### src/rtl/serial_subtractor.sv
// Bit-serial two's-complement subtractor: DIFF = A - B, LSB first, one bit per clock.
// Optional signed-overflow output (port ovf) is built when SUB_OVF_EN is defined.
//
// state | meaning
// IDLE  | waiting for start; result outputs hold the last completed operation
// SHIFT | one operand bit pair consumed per clock through the full-subtractor cell
// DONE  | one-cycle done pulse; result outputs were updated on the entering edge
module serial_subtractor #(
  parameter int WIDTH = 8
) (
  input  logic             clk,
  input  logic             rst_n,
  input  logic             start,
  input  logic [WIDTH-1:0] a,
  input  logic [WIDTH-1:0] b,
  output logic             busy,
  output logic             done,
  output logic [WIDTH-1:0] diff,
  output logic             borrow_out,
  output logic             zero
`ifdef SUB_OVF_EN
  ,
  output logic             ovf
`endif
);

  localparam int CW = (WIDTH > 1) ? $clog2(WIDTH) : 1;
  localparam logic [CW-1:0] LAST = CW'(WIDTH - 1);

  typedef enum logic [1:0] {
    IDLE  = 2'd0,
    SHIFT = 2'd1,
    DONE  = 2'd2
  } state_t;

  state_t state, state_nxt;

  logic [WIDTH-1:0] a_sr;
  logic [WIDTH-1:0] b_sr;
  logic             bin;
  logic [CW-1:0]    cnt;
  logic             accept;
  logic             last_bit;
  logic             d_bit;
  logic             bout;
  logic [WIDTH-1:0] res_final;

`ifdef SUB_OVF_EN
  logic a_msb;
  logic b_msb;
`endif

  assign accept    = (state == IDLE) && start;
  assign last_bit  = (cnt == LAST);

  // full-subtractor cell
  assign d_bit     = a_sr[0] ^ b_sr[0] ^ bin;
  assign bout      = (~a_sr[0] & b_sr[0]) | (~(a_sr[0] ^ b_sr[0]) & bin);

  // the minuend register doubles as the result register: each consumed
  // minuend bit frees the MSB slot that receives the new difference bit
  assign res_final = {d_bit, a_sr[WIDTH-1:1]};

  always_ff @(posedge clk or negedge rst_n) begin
    if (!rst_n) begin
      state <= IDLE;
    end else begin
      state <= state_nxt;
    end
  end

  always_comb begin
    state_nxt = state;
    case (state)
      IDLE:    if (start) state_nxt = SHIFT;
      SHIFT:   if (last_bit) state_nxt = DONE;
      DONE:    state_nxt = IDLE;
      default: state_nxt = IDLE;
    endcase
  end

  always_comb begin
    busy = (state == SHIFT);
    done = (state == DONE);
  end

  always_ff @(posedge clk or negedge rst_n) begin
    if (!rst_n) begin
      a_sr       <= '0;
      b_sr       <= '0;
      bin        <= 1'b0;
      cnt        <= '0;
      diff       <= '0;
      borrow_out <= 1'b0;
      zero       <= 1'b0;
    end else if (accept) begin
      a_sr <= a;
      b_sr <= b;
      bin  <= 1'b0;
      cnt  <= '0;
    end else if (state == SHIFT) begin
      a_sr <= res_final;
      b_sr <= {1'b0, b_sr[WIDTH-1:1]};
      bin  <= bout;
      cnt  <= cnt + CW'(1);
      if (last_bit) begin
        diff       <= res_final;
        borrow_out <= bout;
        zero       <= ~|res_final;
      end
    end
  end

`ifdef SUB_OVF_EN
  // overflow only when operand signs differ and the result sign differs from A
  always_ff @(posedge clk or negedge rst_n) begin
    if (!rst_n) begin
      a_msb <= 1'b0;
      b_msb <= 1'b0;
      ovf   <= 1'b0;
    end else if (accept) begin
      a_msb <= a[WIDTH-1];
      b_msb <= b[WIDTH-1];
    end else if ((state == SHIFT) && last_bit) begin
      ovf <= (a_msb ^ b_msb) & (a_msb ^ d_bit);
    end
  end
`endif

endmodule

### config.mk
export PLATFORM = sky130hd
export DESIGN_NAME = serial_subtractor
export DESIGN_NICKNAME = d
export VERILOG_FILES = /design/src/rtl/serial_subtractor.sv
export SDC_FILE = /design/constraint.sdc
export NUM_CORES = 1
export LEC_CHECK = 0
export BUFFER_PORTS_ARGS = -buffer_cell sky130_fd_sc_hd__buf_2
export CORE_MARGIN = 5
export CORE_UTILIZATION = 55
export CTS_BUF_LIST = sky130_fd_sc_hd__clkbuf_4
export CTS_CLUSTER_SIZE = 14
export DETAILED_ROUTE_END_ITERATION = 10
export GPL_TIMING_DRIVEN = 0
export PLACE_DENSITY = 0.81
export SLEW_MARGIN = 20
export SYNTH_ARGS = -nofsm -noshare
export SYNTH_HDL_FRONTEND = slang
export SYNTH_SLANG_ARGS = --single-unit
### constraint.sdc
create_clock -name clk -period 1.85 [get_ports clk]
set_input_delay 0.0925 -clock clk [delete_from_list [all_inputs] [get_ports clk]]
set_output_delay 0.0925 -clock clk [all_outputs]
set_load 0.005 [all_outputs]
==> qor.csv, run 1 <==
metric,value,unit
mapped cell area,1403,um2
FF-to-FF Start,cnt[0]$_DFFE_PN0P_,
final instance area,1657,um2
DR vias/cell,5.722,
core box area,2455,um2
critical hold path startpoint,b[7],
Antenna Diode Count,0,
sequential area share after synthesis,57.09,%
Vias,1110,
cells along the critical path,"ha_1, ha_1, nand3b_1, buf_2, mux2_2",
Boundary Pins,31,
largest fanout on the critical path,10,
Worst R2R Path Depth,5,
gate count after technology mapping,125,
CP max stage delay,0.41,ns
"Top cell by count, worst path",ha_1,
Area Overhead vs Synth,18.11,%
die area,3660,um2
drt pass-1 iters,4,
worst skew pair latency,0.34,ns
Worst Max-Slew Pin Slew,0.7216,ns
CTS H-Tree Depth,2,
number of global-route vias before repair,1171,
Synth top area share,57.09,%
clock sink total,32,
Max clock buf depth,2,
antenna violations before repair,0,
CTS tree,yes,
type of destination of the critical path,flip-flop,
GRT Util Overall,20.64,%
Die W,60.50,um
Initial Utilization,57.14,%
post-layout minimum cycle time,1.741,ns
Clock Skew,0.009231,ns
DIE HEIGHT,60.50,um
TNS Setup,0,ns
leakage,0.7934,nW
CP startpoint,cnt[0]$_DFFE_PN0P_,
fillers,188,
cell taking the most area after synthesis,dfrtp_1,
Setup CP Type,flip-flop to flip-flop,
drt drc,0,
Row Count,18,
I/O Buffers,30,
Num CTS Buffers,5,
final hold vios,0,
Nets,185,
slowest CP cell,dfrtp_1,
"delay-heaviest family, CP",adder cells,
Fmax,0.5742,GHz
Root Buffer Master,clkbuf_4,
"Remaining Overflow, GRT",0,
"commonest cells after routing, fill and taps aside","buf_2 (33), dfrtp_1 (32), nand2_1 (19)",
initial drt markers,31,
Hold Path Class,primary input to flip-flop,
Peak VDD IR,1.046,mV
detailed placement HPWL,2272,um
"commonest non-fill, non-tap cell in the layout",buf_2,
Wirelength per Cell,16.35,um
fin util,67.48,%
Final period util,94.13,%
CP Depth,5,
Hold Path Depth,3,
layout cells sized above 1,31.71,%
WL final,3171,um
first-pass GRT wire length,5464,um
Slew headroom,51.89,%
largest net degree at the start of global routing,33,
Clock transition at path regs,0.10,ns
remaining antenna violation count,0,
setup violators final,0,
Max-cap violations,0,
Power Density,1565,nW/um2
status,completed,
Seq cells post-synth,32,
Final Wtd Congestion,0.7697,
Overall Power,2.593,mW
Area after DPL,1590,um2
Mean Syn Cell Area,11.22,um2
Synth warnings,0,
RSZ-0062 raised after global routing,false,
Netlist cell types,21,
dominant cells by area after synthesis,"dfrtp_1 (57%), a22oi_1 (8.0%), o21ai_0 (6.4%)",
Synthesized Nets,147,
WP data required,2.08,ns
CP arrival,1.97,ns
fin. max-slew vios,0,
Critical Path Source Type,flip-flop,
CP Buf/Inv Count,1,
final cells by class:
class	instances	area [um2]	share of cell area [%]
inverter	4	15.01	0.9063
clock buffer	7	52.55	3.172
buffer	7	45.04	2.719
sequential	32	800.8	48.34
timing repair buffer	31	160.2	9.668
clock inverter	1	3.754	0.2266
multi-input combinational	82	541.8	32.70
tap	30	37.54	2.266
cells in the mapped netlist:
library cell / number
clkbuf_1: 1
o21ai_1: 2
nand2b_1: 1
fa_1: 1
nand2_1: 19
buf_6: 1
nor4_1: 2
nor2b_1: 4
inv_1: 4
o21ai_0: 18
a21oi_1: 4
ha_1: 2
a22oi_1: 15
and2b_1: 2
a22o_1: 2
buf_4: 2
buf_2: 3
mux2_2: 8
dfrtp_1: 32
nand3b_1: 1
o21bai_4: 1
path summary, 6_finish.rpt:
check                                         end  slack (ns)
setup reg to reg              diff[4]$_DFFE_PN0P_        0.11
setup / recovery              diff[4]$_DFFE_PN0P_        0.11
hold / removal                b_sr[7]$_DFFE_PN0P_        0.03
min in group asynchronous      cnt[2]$_DFFE_PN0P_        0.33
hold reg to reg            borrow_out$_DFFE_PN0P_        0.48
max in group asynchronous  borrow_out$_DFFE_PN0P_        1.05
worst register-to-register path: stages (launching register included):
cell and delay (ns):
dfrtp_1 0.41, ha_1 0.21, ha_1 0.20, nand3b_1 0.18, buf_2 0.26, mux2_2 0.36
what timing repair did:
action / 4_1_cts / 5_1_grt
hold endpoints to repair: 32 / 0
setup buffers: 0 / 0
gates resized for setup: 0 / 0
hold buffers: 1 / 0
kinds of logic after synthesis:
family,synth area share [%]
buffers and inverters,4.281
AO/OA/AOI/OAI,19.18
multiplexers,6.423
AND/OR/NAND/NOR,9.813
flip-flops,57.09
adder cells (fa/ha/maj),3.211
power by group:
| group | leakage [nW] | switching, mW | total (mW) | internal, mW |
|---|---|---|---|---|
| registers | 0.406 | 0.213 | 1.21 | 1.00 |
| logic | 0.354 | 0.487 | 0.968 | 0.481 |
| clock network | 0.0338 | 0.236 | 0.412 | 0.175 |
state kept, by name, indices dropped and copies added (netlist names):
signal,cells
state,2
cnt,3
zero,1
diff,8
borrow_out,1
bin,1
a_sr,8
b_sr,8
routing by layer:
metal | wire, um | vias to the layer above | global-route usage [%]
li1 | - | 519 | -
met1 | 1267 | 554 | 25.91
met2 | 1679 | 28 | 33.49
met3 | 157 | 9 | 5.106
met4 | 67 | 0 | 10.22
met5 | 0 | - | 0
metrics by stage:
stage               hold slack (ns)  setup slack (ns)  std cells
finish                      0.03036            0.1085        194
global route                0.02898          0.007688        194
CTS                         0.03215            0.1041        194
detailed placement           0.1761            0.1351        185
global placement             0.1672            0.1478        185
floorplan                   -0.2031            0.2940        125
Note: power is estimated with default switching activity, not from simulation.
==> inputs of run 2 (changes only) <==
CELL_PAD_IN_SITES_DETAIL_PLACEMENT = 1   (was unset)
CELL_PAD_IN_SITES_GLOBAL_PLACEMENT = 1   (was unset)
CORE_UTILIZATION = 43   (was 55)
PLACE_DENSITY = unset   (was 0.81)
PLACE_DENSITY_LB_ADDON = 0.1   (was unset)
==> qor.csv, run 2 (same netlist as run 1, synthesis figures left out) <==
metric,value,unit,change
number of global-route vias before repair,1208,,+3.2%
Worst Max-Slew Pin Slew,0.7177,ns,-0.003930 ns
Final Wtd Congestion,0.7101,,-7.7%
Clock transition at path regs,0.11,ns,about the same
largest net degree at the start of global routing,33,,unchanged
first-pass GRT wire length,5658,um,+3.6%
Row Count,20,,+2
Fmax,0.5730,GHz,-0.21%
DR vias/cell,5.202,,-9.1%
Hold Path Sink,b_sr[4]$_DFFE_PN0P_,,
setup violators final,0,,unchanged
remaining antenna violation count,0,,unchanged
drt pass-1 iters,4,,unchanged
Psw,0.9269,mW,-1.0%
Power Density,1523,nW/um2,-2.7%
WL final,3303,um,+4.2%
RR Endpoint,diff[3]$_DFFE_PN0P_,,
Final period util,94.34,%,+0.20 points
largest fanout on the critical path,10,,unchanged
clock network power share,14.8,%,-1.1 points
leakage,0.7940,nW,about the same
GRT Util Overall,17.28,%,-3.4 points
Boundary Pins,31,,unchanged
Area Overhead vs Synth,19.18,%,
type of destination of the critical path,flip-flop,,
"Remaining Overflow, GRT",0,,unchanged
clock sink total,32,,unchanged
sw frac,36.41,%,+0.29 points
layout cells sized above 1,31.71,%,unchanged
post-layout minimum cycle time,1.745,ns,+0.003739 ns
CTS H-Tree Depth,2,,unchanged
TNS Setup,0,ns,unchanged
worst skew pair latency,0.33,ns,about the same
Peak VDD IR,0.5243,mV,-50%
initial drt markers,55,,+77%
antenna violations before repair,0,,unchanged
Vias,1082,,-2.5%
fin cells,208,,+7.2%
status,completed,,
Hold Path Depth,3,,unchanged
Critical Path Source Type,flip-flop,,
Wirelength per Cell,15.88,um,-2.8%
Slew headroom,52.15,%,+0.26 points
placed insts,199,,+7.6%
FF-to-FF Start,cnt[0]$_DFFE_PN0P_,,
Max-cap violations,0,,unchanged
critical hold path startpoint,b[4],,
Die W,67.11,um,+11%
Root Buffer Master,clkbuf_4,,
Initial Utilization,45.20,%,-12 points
Clock Skew,0.01263,ns,+0.003399 ns
fin. max-slew vios,0,,unchanged
Worst R2R Path Depth,5,,unchanged
die area,4504,um2,+23%
final hold vios,0,,unchanged
I/O Buffers,30,,unchanged
DIE HEIGHT,67.11,um,+11%
Pint,1.619,mW,-2.3%
hold slack,0.05681,ns,+0.02646 ns
CTS tree,yes,,
CP arrival,1.95,ns,-0.02 ns
Logic pwr share,37.8,%,+0.5 points
Hold Path Class,primary input to flip-flop,,
Max clock buf depth,2,,unchanged
register-to-register setup slack,0.10,ns,about the same
WP data required,2.06,ns,-0.02 ns
Post-CTS Setup Bufs,0,,unchanged
part of the power in registers,47.3,%,+0.5 points
"commonest cells after routing, fill and taps aside","buf_2 (32), dfrtp_1 (32), nand2_1 (19)",,
Overall Power,2.546,mW,-1.8%
RSZ-0062 raised after global routing,false,,
biggest regs,"a_sr x8, b_sr x8, diff x8",,
Num CTS Buffers,5,,unchanged
Antenna Diode Count,0,,unchanged
detailed placement HPWL,2454,um,+8.0%
core box area,3103,um2,+26%
Setup CP Type,flip-flop to flip-flop,,
drt drc,0,,unchanged
Nets,185,,unchanged
-- run 2: layout make-up --
cell class / count / area [um2]
Clock inverter: 3 / 13.76
Clock buffer: 5 / 37.54
Tap cell: 44 / 55.05
Fill cell: 385 / 1431
Inverter: 4 / 15.01
Sequential cell: 32 / 800.8
Timing Repair Buffer: 31 / 160.2
Buffer: 7 / 47.55
Multi-Input combinational cell: 82 / 541.8
-- run 2: repair_timing --
item,4_1_cts,5_1_grt
hold endpoints to repair,32,0
setup endpoints to repair,0,1
gates resized for setup,0,1
hold buffers,1,0
-- run 2: power groups by stage --
stage	logic, mW	clock network, mW	registers (mW)
after CTS	0.984	0.391	1.21
after detailed placement	0.976	0	1.23
after global routing	1.10	0.426	1.25
final	0.963	0.378	1.21
after global placement	0.927	0	1.21
after floorplan	0.645	0	1.18
-- run 2: how the worst max path moves through the flow --
| stage | endpoint | start | slack (ns) | cells after the start |
|---|---|---|---|---|
| final | diff[3]$_DFFE_PN0P_ | cnt[0]$_DFFE_PN0P_ | 0.10 | 5 |
| after global routing | diff[3]$_DFFE_PN0P_ | cnt[0]$_DFFE_PN0P_ | 0.02 | 5 |
| after CTS | diff[3]$_DFFE_PN0P_ | cnt[0]$_DFFE_PN0P_ | 0.07 | 5 |
| after detailed placement | diff[3]$_DFFE_PN0P_ | cnt[0]$_DFFE_PN0P_ | 0.10 | 5 |
| after global placement | diff[5]$_DFFE_PN0P_ | cnt[0]$_DFFE_PN0P_ | 0.15 | 5 |
| after floorplan | diff[3]$_DFFE_PN0P_ | cnt[0]$_DFFE_PN0P_ | 0.29 | 5 |
-- run 2: metrics by stage --
step / setup slack (ns) / util [%] / area [um2]
floorplan: 0.2940 / - / 1403
global placement: 0.1459 / 51.81 / 1608
detailed placement: 0.1046 / 51.81 / 1608
CTS: 0.07083 / 53.79 / 1669
global route: 0.02153 / 53.87 / 1672
finish: 0.1048 / 53.87 / 1672
-- run 2: worst max-delay path, stage by stage, from the launching register on --
cell      delay, ns
dfrtp_1        0.42
ha_1           0.21
ha_1           0.21
nand3b_1       0.19
clkbuf_4       0.25
mux2_2         0.35
-- run 2: layer usage --
layer	global-route usage [%]	up-vias	part of all wire (%)	wire (um)
li1	-	519	-	-
met1	21.04	538	43	1431
met2	29.08	21	52	1702
met3	3.879	4	3.5	116
met4	7.595	0	1.6	52
met5	0	-	0	0
